<file path="src/rtl/aes_pkg.sv">
`default_nettype none
// +----------------------------------------------------------------------+
// | aes_pkg : shared AES-128 constants, FSM states and GF(2^8) helpers    |
// | Revision: 1.0                                                         |
// +----------------------------------------------------------------------+
package aes_pkg;

  localparam int BLOCK_W = 128;
  localparam int ROUND_W = 4;
  localparam int NR      = 10;

  localparam logic [ROUND_W-1:0] LAST_ROUND  = ROUND_W'(NR);
  localparam logic [BLOCK_W-1:0] DEFAULT_KEY = 128'h00112233445566778899aabbccddeeff;

  typedef enum logic [1:0] {
    IDLE = 2'd0,
    RUN  = 2'd1,
    DONE = 2'd2
  } state_e;

  function automatic logic [7:0] xtime(input logic [7:0] a);
    return {a[6:0], 1'b0} ^ (a[7] ? 8'h1b : 8'h00);
  endfunction

  function automatic logic [7:0] gf_mul(input logic [7:0] a, input logic [7:0] b);
    logic [7:0] p;
    logic [7:0] x;
    p = 8'h00;
    x = a;
    for (int i = 0; i < 8; i++) begin
      if (b[i]) p = p ^ x;
      x = xtime(x);
    end
    return p;
  endfunction

  // Inverse is a^254 = product of a^(2^k), k=1..7; zero maps to zero naturally.
  function automatic logic [7:0] sbox(input logic [7:0] a);
    logic [7:0] inv;
    logic [7:0] sq;
    inv = 8'h01;
    sq  = a;
    for (int k = 1; k < 8; k++) begin
      sq  = gf_mul(sq, sq);
      inv = gf_mul(inv, sq);
    end
    return inv ^ {inv[6:0], inv[7]} ^ {inv[5:0], inv[7:6]} ^
           {inv[4:0], inv[7:5]} ^ {inv[3:0], inv[7:4]} ^ 8'h63;
  endfunction

  function automatic logic [BLOCK_W-1:0] key_step(input logic [BLOCK_W-1:0] k,
                                                 input logic [7:0] rcon);
    logic [31:0] w0, w1, w2, w3, t;
    {w0, w1, w2, w3} = k;
    t  = {sbox(w3[23:16]) ^ rcon, sbox(w3[15:8]), sbox(w3[7:0]), sbox(w3[31:24])};
    w0 = w0 ^ t;
    w1 = w1 ^ w0;
    w2 = w2 ^ w1;
    w3 = w3 ^ w2;
    return {w0, w1, w2, w3};
  endfunction

endpackage
`default_nettype wire

</file>
<file path="src/rtl/aes_round_ctrl_if.sv">
`default_nettype none
// +----------------------------------------------------------------------+
// | aes_round_ctrl_if : plaintext-in / ciphertext-out valid-ready bundle  |
// | Revision: 1.0                                                         |
// +----------------------------------------------------------------------+
interface aes_round_ctrl_if;
  import aes_pkg::*;

  logic               iIN_VALID;
  logic               oIN_READY;
  logic [BLOCK_W-1:0] iIN_DATA;
  logic               oOUT_VALID;
  logic               iOUT_READY;
  logic [BLOCK_W-1:0] oOUT_DATA;

  modport master (
    output iIN_VALID, iIN_DATA, iOUT_READY,
    input  oIN_READY, oOUT_VALID, oOUT_DATA
  );

  modport slave (
    input  iIN_VALID, iIN_DATA, iOUT_READY,
    output oIN_READY, oOUT_VALID, oOUT_DATA
  );

endinterface
`default_nettype wire

</file>
<file path="src/rtl/aes_round_ctrl.sv">
`default_nettype none
// +----------------------------------------------------------------------+
// | aes_round_ctrl : single-clock round sequencer for AES-128 encryption  |
// | Revision: 1.0                                                         |
// +----------------------------------------------------------------------+
module aes_round_ctrl
  import aes_pkg::*;
(
  input  logic               iCLK,
  input  logic               iRST,
  input  logic [BLOCK_W-1:0] iKEY,
  input  logic               iKEY_LD,
  aes_round_ctrl_if.slave    bus,
  output logic               oBUSY,
  output logic [BLOCK_W-1:0] oCIPHER_KEY,
  output logic [ROUND_W-1:0] oROUND,
  output logic [BLOCK_W-1:0] oSTATE_BLOCK,
  input  logic [BLOCK_W-1:0] iRESULT
);

  state_e             state_q, state_d;
  logic [ROUND_W-1:0] round_q, round_d;
  logic [BLOCK_W-1:0] key_q, key_d;
  logic [BLOCK_W-1:0] block_q, block_d;
  logic [BLOCK_W-1:0] out_q, out_d;

  always_ff @(posedge iCLK) begin
    if (iRST) begin
      state_q <= IDLE;
      round_q <= '0;
      key_q   <= DEFAULT_KEY;
      block_q <= '0;
      out_q   <= '0;
    end else begin
      state_q <= state_d;
      round_q <= round_d;
      key_q   <= key_d;
      block_q <= block_d;
      out_q   <= out_d;
    end
  end

  always_comb begin
    state_d = state_q;
    round_d = round_q;
    key_d   = key_q;
    block_d = block_q;
    out_d   = out_q;
    case (state_q)
      IDLE: begin
        // Key load lands on the same edge as accept, so a coincident load applies to this block.
        if (iKEY_LD) key_d = iKEY;
        if (bus.iIN_VALID) begin
          block_d = bus.iIN_DATA;
          round_d = '0;
          state_d = RUN;
        end
      end
      RUN: begin
        if (round_q < LAST_ROUND) begin
          block_d = iRESULT;
          round_d = round_q + 4'd1;
        end else begin
          out_d   = iRESULT;
          state_d = DONE;
        end
      end
      DONE: begin
        if (bus.iOUT_READY) state_d = IDLE;
      end
      default: state_d = IDLE;
    endcase
  end

  assign bus.oIN_READY  = (state_q == IDLE);
  assign bus.oOUT_VALID = (state_q == DONE);
  assign bus.oOUT_DATA  = out_q;
  assign oBUSY          = (state_q == RUN);
  assign oCIPHER_KEY    = key_q;
  assign oROUND         = round_q;
  assign oSTATE_BLOCK   = block_q;

endmodule
`default_nettype wire

</file>
<file path="src/flat_wrapper.sv">
// flat-port wrapper written by rule: the top's interface ports become plain ports
module aes_round_ctrl_flat import aes_pkg::*;
  (iCLK, iRST, iKEY, iKEY_LD, oBUSY, oCIPHER_KEY, oROUND, oSTATE_BLOCK, iRESULT, bus_iIN_VALID, bus_iIN_DATA, bus_iOUT_READY, bus_oIN_READY, bus_oOUT_VALID, bus_oOUT_DATA);
  aes_round_ctrl_if bus_i ();
  input  logic iCLK;
  input  logic iRST;
  input  logic [BLOCK_W-1:0] iKEY;
  input  logic iKEY_LD;
  output logic oBUSY;
  output logic [BLOCK_W-1:0] oCIPHER_KEY;
  output logic [ROUND_W-1:0] oROUND;
  output logic [BLOCK_W-1:0] oSTATE_BLOCK;
  input  logic [BLOCK_W-1:0] iRESULT;
  input wire logic [$bits(bus_i.iIN_VALID)-1:0] bus_iIN_VALID;
  input wire logic [$bits(bus_i.iIN_DATA)-1:0] bus_iIN_DATA;
  input wire logic [$bits(bus_i.iOUT_READY)-1:0] bus_iOUT_READY;
  output wire logic [$bits(bus_i.oIN_READY)-1:0] bus_oIN_READY;
  output wire logic [$bits(bus_i.oOUT_VALID)-1:0] bus_oOUT_VALID;
  output wire logic [$bits(bus_i.oOUT_DATA)-1:0] bus_oOUT_DATA;
  assign bus_i.iIN_VALID = bus_iIN_VALID;
  assign bus_i.iIN_DATA = bus_iIN_DATA;
  assign bus_i.iOUT_READY = bus_iOUT_READY;
  assign bus_oIN_READY = bus_i.oIN_READY;
  assign bus_oOUT_VALID = bus_i.oOUT_VALID;
  assign bus_oOUT_DATA = bus_i.oOUT_DATA;
  aes_round_ctrl u_core (.iCLK(iCLK), .iRST(iRST), .iKEY(iKEY), .iKEY_LD(iKEY_LD), .bus(bus_i), .oBUSY(oBUSY), .oCIPHER_KEY(oCIPHER_KEY), .oROUND(oROUND), .oSTATE_BLOCK(oSTATE_BLOCK), .iRESULT(iRESULT));
endmodule
</file>
<file path="config.mk">
export PLATFORM = sky130hd
export DESIGN_NAME = aes_round_ctrl_flat
export DESIGN_NICKNAME = d
export VERILOG_FILES = /design/src/rtl/aes_pkg.sv /design/src/rtl/aes_round_ctrl_if.sv /design/src/rtl/aes_round_ctrl.sv /design/src/flat_wrapper.sv
export SDC_FILE = /design/constraint.sdc
export NUM_CORES = 1
export LEC_CHECK = 0
export BUFFER_PORTS_ARGS = -buffer_cell sky130_fd_sc_hd__buf_4
export CAP_MARGIN = 30
export CORE_AREA = 2 2 302 304
export DETAILED_ROUTE_END_ITERATION = 16
export DIE_AREA = 0 0 304 306
export HOLD_SLACK_MARGIN = 0.15
export PLACE_DENSITY = 0.48
export SETUP_SLACK_MARGIN = 0.02
export SYNTH_ARGS = -nofsm -noshare
export SYNTH_HDL_FRONTEND = slang
export SYNTH_SLANG_ARGS = --single-unit
</file>
<file path="constraint.sdc">
create_clock -name iCLK -period 1.4 [get_ports iCLK]
set_clock_uncertainty 0.1 [all_clocks]
set_input_delay 0.28 -clock iCLK [delete_from_list [all_inputs] [get_ports iCLK]]
set_output_delay 0.28 -clock iCLK [all_outputs]
set_load 0.005 [all_outputs]
</file>
-- After elaboration in Yosys (flattened, before gate mapping)
Cells that the tools add are included.
- word-level logic and storage cells: 30
- register bits after elaboration: 390
- order comparisons: 1
- bitwise gates (word level): 1
- add/sub/neg operators: 1
- equality and inequality tests: 6
- reduce and logical (&&, ||, !) cells: 6
- mux-type cells: 10
- operator list (kind ; number):
    $mux 128 ; 2
    $pmux 128 s2 ; 1
    $mux 4 ; 2
    $pmux 4 s2 ; 1
    $mux 2 ; 3
    $ne 2x2->1 const B ; 3
    $pmux 2 s3 ; 1
    $reduce_and 3->1 ; 2
    $add 4x1->4 const B ; 1
    $lt 4x4->1 const B ; 1
    $reduce_and 2->1 ; 2
    $eq 2x1->1 const B ; 1
    $eq 2x2->1 const B ; 1
    $logic_not 2->1 ; 1
    $ne 2x1->1 const B ; 1
    $reduce_bool 2->1 ; 1
    $not 1->1 ; 1

-- Longest topological paths before layout
- depth in word-level cells: 3
- depth in mapped cells: 8
- mapped depth without buffers: 4

-- Least setup slack after synthesis
OpenSTA, ideal clock, no wires.
- kind: reg-to-reg
- start: register u_core.state_q[0]
- end: register u_core.key_q[84] (netlist: u_core.oCIPHER_KEY[84])
- setup time: 122 ps
- period minus slack after synthesis: 1549 ps
- stages on the path, launching flop included: 7
- buffers on the path: 3
- data arrival time: 1326 ps
- setup slack: -149 ps
- cell sequence: dfxtp_1 > buf_4 > or3b_2 > buf_2 > buf_4 > nand2_1 > nand3b_1
- longest elaborated chain between the ends: 2
- RTL lines (what ; line ; source):
    start: declaration ; aes_round_ctrl.sv:21 ; state_e state_q, state_d;
    start signal: assignment ; aes_round_ctrl.sv:35 ; state_q <= state_d;
    $logic_not 2->1 ; aes_round_ctrl.sv:49 ; case (state_q)
    $reduce_and 2->1 (no line) ; - ;
    end signal: assignment ; aes_round_ctrl.sv:37 ; key_q <= key_d;
    end: declaration ; aes_round_ctrl.sv:23 ; logic [BLOCK_W-1:0] key_q, key_d;
Every way passes these cells.
A chain may end at the register's enable or synchronous reset.

-- Worst setup path after layout
- start: register u_core.state_q[0]
- end: register u_core.key_q[107] (netlist: u_core.oCIPHER_KEY[107])
The elaborated chain is that of the path after synthesis.

==> impl_metrics.toml <==
[timing]
maxSlewHeadroom_pct = 67.0
layout_setup_ws_ns = -0.400
period_share_pct = 129
hold_viol = 0
rsz0062_at_grt = "true"
fmax_ghz = 0.556
period_needed_ns = 1.80
fin_hold_ws_ns = 0.172
tightest_slew_ns = 0.495
finalMaxSlewViolations = 0
setup_viol = 658

[synth]
synth_warnings = 0
async_flop_share_pct = 0
synth_area_leaders = "dfxtp_1 50%, nand2_1 12%, a21oi_1 10%"
synth_top_area_share_pct = 50.2
synth_most_common_cell = "nand2_1"
syn_area_sq_um = 15500
synth_edf_count = 0
syn-num-nets = 2291
synth-seq-area-share_pct = 50.2
synth_cell_types = 36
synth_top_area_cell = "dfxtp_1"
synth_area_per_cell_sq_um = 8.17
syn-instance-count = 1901
ys_ff_latch = 390
synth_ff_type = "dfxtp_1"
yosys-top-cells-count = "514 x nand2_1, 390 x dfxtp_1, 323 x a21oi_1"

[global_routing]
grt-ovfl-total = 0
grt_pass1_vias = 19800
grt_pass1_wl_mm = 127
grt_usage_pct = 17.7
grt_antenna_before_repair = 6
grt_max_degree = 59

[setup_path]
cp_max_fo = 8
endpoint_kind = "flip-flop"
critPathLaunchType = "flip-flop"
required_ns = 1.76
r2r_setup_slack_ns = -0.40
cp-startpoint = "u_core.state_q[0]$_SDFFE_PP0P_"
critPathKind = "flip-flop to flip-flop"
r2r-start = "u_core.state_q[0]$_SDFFE_PP0P_"
cp.arrival_ns = 2.16

[clocking]
postCtsHoldBufs = 386
clkTransAtPathRegs_ns = 0.06
cts_sinks = 390
cts_buffer_depth = 3
cts_made_buffers = 48
cts_tree = "yes"
cts_max_level = 2
cts_root_buf = "clkbuf_16"
clk_latency_ns = 0.58

[power]
total_leakage_power_nw = 14.5
power.density_nw_per_um2 = 975
ir_drop_mv = 0.756

[routing]
postRouteWirelength_mm = 96.5
first_pass_iters = 5
post_drt_wl_per_cell_um = 21.7
ant_nets = 0
drt_drc_violations_left = 0
drt_iter0_drc = 1286
num_vias = 20100
post_drt_via_cell_ratio = 4.52

[cells_and_area]
finalNetCount = 3609
syn_to_final_growth_pct = 117
drive_above_1_share_pct = 44.1
fillers = 8946
stdcell_count = 4435

[placed_design]
dpl_worst_slack_ns = -0.259
place_congestion = 0.812
post-dp-hpwl_mm = 58.4
port_buffers = 779
dp_cells = 3829

[floorplan]
fp.dieW_um = 304
io_pins = 780
rows = 110
core_region_area_sq_um = 89600
initial_core_util_pct = 17.3
die_h_um = 306
die_area_sq_um = 93000

[hold_path]
hp-class = "primary input to flip-flop"
hp-start = "bus_iIN_VALID"

[run]
drv_cap = 0

[run_status]
status = "finished, violations left"
violations = "setup timing"
==> final cells by class <==
class	instances	area, sq um	share of cell area (%)
Timing Repair Buffer	1464	14600	43.3
Antenna cell	3	7.51	0.0222
Inverter	2	20.0	0.0593
Sequential cell	390	7840	23.2
Clock inverter	12	189	0.559
Tap cell	1176	1470	4.36
Multi-Input combinational cell	1313	8170	24.2
Clock buffer	75	1440	4.27
==> cells in the final DEF (no fill, tap or decap), drive strengths merged, types with 2 or more instances in the layout <==
cell,n
a21oi,323
a311oi,128
buf,1046
bufinv,5
clkbuf,106
clkinv,6
dfxtp,390
diode,3
dlygate4sd3,386
inv,3
nand2,514
nand3,129
nand3b,64
nor2,3
nor3b,2
o21ai,131
or3b,3
==> worst paths after layout <==
| check | to | depth (start not counted) |
|---|---|---|
| max reg2reg | u_core.oCIPHER_KEY[107]$_SDFFE_PP0P_ | 7 |
| max | u_core.oCIPHER_KEY[107]$_SDFFE_PP0P_ | 7 |
| min reg2reg | u_core.oCIPHER_KEY[103]$_SDFFE_PP0P_ | 2 |
| min | u_core.state_q[0]$_SDFFE_PP0P_ | 5 |
==> cell families (layout without fill, tap and decap cells) <==
group | after synthesis | in the layout | synth area share (%)
flops | 390 | 390 | 50.2
buf+inv | 200 | 1553 | 7.15
fa+ha+maj | 1 | 1 | 0.0805
simple gates | 719 | 721 | 20.2
other cells | 0 | 3 | 0
compound gates | 591 | 591 | 22.3
==> registers in the layout, indices dropped and copies added (netlist names) <==
name                  cells
u_core.oROUND             4
u_core.oSTATE_BLOCK     128
u_core.state_q            2
u_core.bus.oOUT_DATA    128
u_core.oCIPHER_KEY      128
==> per-stage QoR <==
| stage | setup TNS (ns) | total power (W) | utilization, % | instance area [sq um] |
|---|---|---|---|---|
| 6_report | -115.96 | 0.0329 | 37.7 | 33800 |
| 3_5_place_dp | -57.64 | 0.0168 | 26.5 | 23700 |
| 2_1_floorplan | -2.35 | 0.0140 | - | 15700 |
| 4_1_cts | -121.73 | 0.0319 | 34.7 | 31100 |
| 3_3_place_gp | -52.42 | 0.0168 | 26.5 | 23700 |
| 5_1_grt | -157.14 | 0.0341 | 37.7 | 33800 |
==> per-layer routing <==
metal / vias up / share of wire, % / global-route usage [%]
met5: - / 0.015 / 0
li1: 9341 / - / -
met3: 199 / 6.3 / 4.13
met4: 2 / 4.0 / 7.36
met1: 9671 / 41 / 21.0
met2: 848 / 48 / 30.5
==> report_power, final <==
part | internal [W] | switching (W)
Clock | 0.00797 | 0.00525
Combinational | 0.00430 | 0.00329
Sequential | 0.0117 | 0.000427
==> timing repair <==
item | in CTS | in global routing
setup endpoints to repair | 780 | 780
pin swaps | 82 | 139
endpoints found under the hold margin | 388 | 1
setup buffers | 35 | 36
resized for setup | 179 | 388
gates cloned | 32 | 38
==> worst max-delay path, stage by stage, from the launching register on <==
cell and delay (ns):
dfxtp_2 0.33, buf_6 0.14, buf_6 0.14, or3b_4 0.51
buf_12 0.18, buf_16 0.14, nand2_1 0.06, a21oi_1 0.07
No activity file was read; power rests on OpenSTA's default activity.
